$ cat src/rtl/mac_pkg.sv
// rtl/mac_pkg.sv - shared constants and state encoding for the MAC operand packer
package mac_pkg;

  localparam logic MODE_4B = 1'b0;
  localparam logic MODE_2B = 1'b1;

  localparam int BW  = 4;
  localparam int ROW = 8;

  // Width of the activation slice kept per lane in 2-bit SIMD mode.
  localparam int ACT_LO_W = 2;

  typedef enum logic {
    IDLE = 1'b0,
    HALF = 1'b1
  } pack_state_t;

endpackage

$ cat src/rtl/packer_out_reg.sv
// rtl/packer_out_reg.sv - single valid/ready output register stage (load, hold, drain)
module packer_out_reg #(
  parameter int dw = 8
) (
  input  logic          clk,
  input  logic          reset_n,
  input  logic          load,
  input  logic [dw-1:0] load_data,
  input  logic          out_ready,
  output logic          in_ready,
  output logic          out_valid,
  output logic [dw-1:0] out_data
);

  // Keeps the stage closed during reset so in_ready rises one cycle after release.
  logic rst_done;

  always_ff @(posedge clk) begin
    if (!reset_n) begin
      rst_done  <= 1'b0;
      out_valid <= 1'b0;
      out_data  <= '0;
    end else begin
      rst_done <= 1'b1;
      if (load) begin
        out_valid <= 1'b1;
        out_data  <= load_data;
      end else if (out_ready) begin
        out_valid <= 1'b0;
      end
    end
  end

  assign in_ready = rst_done & (!out_valid | out_ready);

endmodule

$ cat src/rtl/mac_operand_packer.sv
// rtl/mac_operand_packer.sv - packs activation/weight beats into {a, b0, b1} MAC operands
// Optional statistics counters are enabled with the PACKER_STATS_EN macro.
module mac_operand_packer
  import mac_pkg::*;
#(
  parameter int bw  = BW,
  parameter int row = ROW
) (
  input  logic                clk,
  input  logic                reset_n,
  input  logic                mode,
  input  logic                in_valid,
  output logic                in_ready,
  input  logic [row*bw-1:0]   in_act,
  input  logic [row*bw-1:0]   in_w,
  input  logic                in_last,
  output logic                out_valid,
  input  logic                out_ready,
  output logic [row*bw-1:0]   out_a,
  output logic [row*bw-1:0]   out_b0,
  output logic [row*bw-1:0]   out_b1,
  output logic                out_last
`ifdef PACKER_STATS_EN
  ,
  output logic [15:0]         beat_cnt,
  output logic [15:0]         pad_cnt
`else
`endif
);

  localparam int dw = row * bw;

  pack_state_t                 state;
  logic                        mode_r;
  logic                        in_vec;
  logic [row*ACT_LO_W-1:0]     hold_a;
  logic [dw-1:0]               hold_w;

  logic                        accept;
  logic                        eff_mode;
  logic                        half_store;
  logic                        flush;
  logic                        load;
  logic [dw-1:0]               nxt_a;
  logic [dw-1:0]               nxt_b0;
  logic [dw-1:0]               nxt_b1;
  logic [3*dw:0]               load_data;
  logic [3*dw:0]               out_data;

  assign accept     = in_valid & in_ready;
  // Mode is only honoured on the first beat of a vector.
  assign eff_mode   = in_vec ? mode_r : mode;
  assign half_store = accept & (state == IDLE) & (eff_mode == MODE_2B) & !in_last;
  assign flush      = accept & (state == IDLE) & (eff_mode == MODE_2B) & in_last;
  assign load       = accept & !half_store;

  always_comb begin
    nxt_a = '0;
    for (int i = 0; i < row; i++) begin
      if (state == HALF) begin
        nxt_a[bw*i +: ACT_LO_W]            = hold_a[ACT_LO_W*i +: ACT_LO_W];
        nxt_a[bw*i + ACT_LO_W +: ACT_LO_W] = in_act[bw*i +: ACT_LO_W];
      end else if (eff_mode == MODE_2B) begin
        nxt_a[bw*i +: ACT_LO_W] = in_act[bw*i +: ACT_LO_W];
      end else begin
        nxt_a[bw*i +: bw] = in_act[bw*i +: bw];
      end
    end
  end

  assign nxt_b0    = (state == HALF) ? hold_w : in_w;
  assign nxt_b1    = (state == HALF) ? in_w : '0;
  assign load_data = {in_last, nxt_a, nxt_b0, nxt_b1};

  always_ff @(posedge clk) begin
    if (!reset_n) begin
      state  <= IDLE;
      mode_r <= 1'b0;
      in_vec <= 1'b0;
      hold_a <= '0;
      hold_w <= '0;
    end else if (accept) begin
      if (!in_vec) begin
        mode_r <= mode;
        in_vec <= !in_last;
      end else if (in_last) begin
        in_vec <= 1'b0;
      end
      if (half_store) begin
        for (int i = 0; i < row; i++) begin
          hold_a[ACT_LO_W*i +: ACT_LO_W] <= in_act[bw*i +: ACT_LO_W];
        end
        hold_w <= in_w;
        state  <= HALF;
      end else begin
        state <= IDLE;
      end
    end
  end

  packer_out_reg #(
    .dw (3*dw + 1)
  ) u_out_reg (
    .clk       (clk),
    .reset_n   (reset_n),
    .load      (load),
    .load_data (load_data),
    .out_ready (out_ready),
    .in_ready  (in_ready),
    .out_valid (out_valid),
    .out_data  (out_data)
  );

  assign out_last = out_data[3*dw];
  assign out_a    = out_data[3*dw-1 -: dw];
  assign out_b0   = out_data[2*dw-1 -: dw];
  assign out_b1   = out_data[dw-1:0];

`ifdef PACKER_STATS_EN
  always_ff @(posedge clk) begin
    if (!reset_n) begin
      beat_cnt <= '0;
      pad_cnt  <= '0;
    end else begin
      if (out_valid && out_ready) beat_cnt <= beat_cnt + 16'd1;
      if (flush) pad_cnt <= pad_cnt + 16'd1;
    end
  end
`else
`endif

endmodule

$ cat config.mk
export PLATFORM = sky130hd
export DESIGN_NAME = mac_operand_packer
export DESIGN_NICKNAME = d
export VERILOG_FILES = /design/src/rtl/mac_pkg.sv /design/src/rtl/packer_out_reg.sv /design/src/rtl/mac_operand_packer.sv
export SDC_FILE = /design/constraint.sdc
export NUM_CORES = 1
export LEC_CHECK = 0
export ABC_CLOCK_PERIOD_IN_PS = 5700
export BUFFER_PORTS_ARGS = -buffer_cell sky130_fd_sc_hd__buf_4
export CORE_ASPECT_RATIO = 0.8
export CORE_MARGIN = 1.5
export CORE_UTILIZATION = 55
export CTS_CLUSTER_DIAMETER = 50
export DETAILED_ROUTE_END_ITERATION = 16
export GPL_TIMING_DRIVEN = 0
export HOLD_SLACK_MARGIN = 0.06
export PLACE_DENSITY = 0.82
export SETUP_SLACK_MARGIN = 0.2
export SLEW_MARGIN = 20
export SYNTH_ARGS = -nofsm -noshare
export SYNTH_HDL_FRONTEND = slang
export SYNTH_HIERARCHICAL = 1
export SYNTH_SLANG_ARGS = --single-unit
$ cat constraint.sdc
create_clock -name clk -period 5.7 [get_ports clk]
set_input_delay 1.14 -clock clk [delete_from_list [all_inputs] [get_ports clk]]
set_output_delay 1.14 -clock clk [all_outputs]
set_load 0.005 [all_outputs]
==> impl_metrics.csv <==
group,metric,value,unit
layout,final_common_cell,"buf_4",
placement,place_area,8220,um2
worst_setup_path,rrSetupSlack,3.04,ns
synth,synth-seq-cells,150,
worst_setup_path,reg2reg_to,"u_out_reg/out_data[77]$_SDFFE_PN0P_",
hold_path,hold-path-cell-count,2,
layout,nets,939,
layout,utilization,73.5,%
pwr,power_density,296,nW/um2
run,max_cap_violations,0,
worst_setup_path,criticalPathCategory,"primary input to flip-flop",
synth,synth_top_area_cell,"dfxtp_1",
synth,ys.flop_type,"dfxtp_1",
grt,grtUsageTotal,27.2,%
placement,gp_congestion,0.749,
grt,grt_pass1_vias,5311,
timing,setup-tns-final,0,ns
routing,dr.pass1.iters,4,
timing,setup_violations,0,
worst_setup_path,cp_cell_sequence,"buf_4 -> nor2b_1 -> nor2b_1 -> nand2_1 -> nor4_4 -> buf_6 -> nor2_1 -> buf_4 -> buf_6 -> buf_8 -> mux2i_1 -> nor2b_1",
clock_tree,post_cts_resized,0,
clock_tree,cts.reportedPaths.clkPinSlew,0.06,ns
timing,period_share,53.3,%
worst_setup_path,cp.arrival,3.35,ns
routing,totalWireLength,17.3,mm
hold_path,min_to,"hold_w[0]$_SDFFE_PN0P_",
timing,max_freq,329,MHz
layout,drive_above_1_share,30.2,%
clock_tree,cts-htree-levels,4,
routing,drt-wirelength-per-cell,16.7,um
placement,dpl.hpwl,12.4,mm
die,design.die.area,13000,um2
clock_tree,numCtsBuffers,17,
layout,layout_common_cells,"buf_4 (176), dfxtp_1 (150), mux2i_1 (145), nand2_1 (129), nor2b_1 (99)",
timing,finalHoldViolations,0,
grt,grt.busiest_layer,"met2",
routing,vias,5405,
synth,synth_top_area_share,44.4,%
timing,rsz0062_at_grt,"no",
grt,grt_use_met3,7.80,%
placement,io_buffers,168,
die,die_y,102,um
clock_tree,clkSinkCount,150,
synth,yosys_warnings,6,
layout,diodes,0,
routing,drtAntennaViolNets,0,
grt,grtUsageMet2,44.9,%
die,die_w,127,um
synth,ys_types,21,
grt,antenna_found_initial,0,
synth,syn_area,6770,um2
grt,grt_max_degree,17,
worst_setup_path,cp-end-kind,"flip-flop",
grt,use_met1,34.2,%
die,rows,36,
worst_setup_path,path_common_cell,"nor2b_1",
clock_tree,post-cts-setup-buffers,0,
worst_setup_path,cpPeakStageDelay,0.45,ns
timing,skew,0.00527,ns
synth,async_flop_share,0,%
worst_setup_path,critPathRequiredTime,6.01,ns
timing,worst_slew_pin_slew,0.772,ns
worst_setup_path,crit_slowest_cell,"nor4_4",
hold_path,hold_path_class,"flip-flop to flip-flop",
clock_tree,clock_latency,0.42,ns
timing,report.final.slew_viol_count,0,
layout,final_area,8880,um2
synth,syn_inst,682,
pwr,vdd.ir_drop.worst,0.260,mV
die,initial_core_util,56.1,%
grt,grt_pass1_wl,27.1,mm
routing,via_per_inst,5.23,
clock_tree,clock_path_buffers,2,
layout,area_growth,31.2,%
timing,final.min_clock_period,3.04,ns
worst_setup_path,cp-start-kind,"primary input",
hold_path,hold_start,"hold_w[0]$_SDFFE_PN0P_",
worst_setup_path,reg2reg_depth,11,
synth,synth_edf_count,0,
pwr,p_leak,3.60,nW
routing,drc,0,
die,core,12100,um2
timing,slew_headroom,47.5,%
clock_tree,root_buffer,"clkbuf_16",
clock_tree,cts_tree,"done",
grt,grt_overflow_total,0,
routing,first_iter_violations,261,
die,io-pin-count,169,
outcome,status,"finished clean",
synth,synth.top_cells.by_area,"dfxtp_1 (44%), mux2i_1 (21%), nor2b_1 (9.2%)",
synth,yosysSeqAreaShare,44.4,%
synth,avgSynthCellArea,9.92,um2
clock_tree,cts_hold_buffers,0,
worst_setup_path,crit_fanout,10,
synth,synth_fp_nets,752,
worst_setup_path,rr_startpoint,"u_out_reg/out_valid$_SDFFE_PN0P_",
==> report_power, final <==
group | leakage (nW) | switching, mW | total (mW) | internal (mW)
Combinational | 2.07 | 0.134 | 0.284 | 0.150
Clock | 0.320 | 0.422 | 1.24 | 0.822
Sequential | 1.22 | 0.0187 | 1.10 | 1.08
==> worst max-delay path by stage <==
stage / from / to / slack, ns
finish: out_ready / u_out_reg/out_data[77]$_SDFFE_PN0P_ / 2.66
global route: out_ready / u_out_reg/out_data[85]$_SDFFE_PN0P_ / 2.52
CTS: out_ready / u_out_reg/out_data[85]$_SDFFE_PN0P_ / 2.67
detailed placement: out_ready / u_out_reg/out_data[75]$_SDFFE_PN0P_ / 2.24
global placement: out_ready / u_out_reg/out_data[82]$_SDFFE_PN0P_ / 2.30
floorplan: out_ready / u_out_reg/out_data[73]$_SDFFE_PN0P_ / 2.76
==> cells by family after synthesis <==
family	after synthesis	synth area share [%]
mux	194	29.6
buf+inv	52	4.38
simple gates	264	19.9
flops	150	44.4
compound gates	22	1.76
==> cells in the mapped netlist (all sizes together) (2+ instances only) <==
cell / instances
and2: 33
a21oi: 2
clkbuf: 28
mux2: 48
dfxtp: 150
buf: 23
nand2: 129
nor2b: 99
o21ai: 17
mux2i: 146
o21a: 2
==> layout make-up <==
class	instances	area, um2
multi-input cells	480	3470
flip-flops and latches	150	3000
well taps	152	190
clock buffers	24	492
inverters	1	3.75
plain buffers	51	293
fillers	861	3190
repair buffers	168	1260
clock inverters	8	168
==> routing by layer <==
| metal | part of all wire, % | vias to the layer above |
|---|---|---|
| met5 | 0 | - |
| met4 | 0.90 | 0 |
| met3 | 6.3 | 15 |
| met2 | 48 | 155 |
| met1 | 45 | 2603 |
| li1 | - | 2632 |
==> stage by stage <==
step / cells / hold slack, ns / total power, mW / setup WS [ns]
2_1_floorplan: 682 / 0.431 / 1.28 / 2.76
6_report: 1034 / 0.454 / 2.63 / 2.66
4_1_cts: 1034 / 0.457 / 2.65 / 2.67
5_1_grt: 1034 / 0.473 / 2.71 / 2.52
3_3_place_gp: 1002 / 0.438 / 1.39 / 2.30
3_5_place_dp: 1002 / 0.447 / 1.40 / 2.24
==> critical path: cells and delay by family <==
family	cells	cell delay, ns
muxes	1	0.18
and+or+nand+nor	6	1.19
buffers and inverters	5	0.84
==> flip-flops by register name (all words and copies together), names as in the netlist <==
name	count
hold_a	16
hold_w	32
in_vec	1
mode_r	1
state	1
u_out_reg/out_data	97
u_out_reg/out_valid	1
u_out_reg/rst_done	1
(Power assumes the default switching activity.)
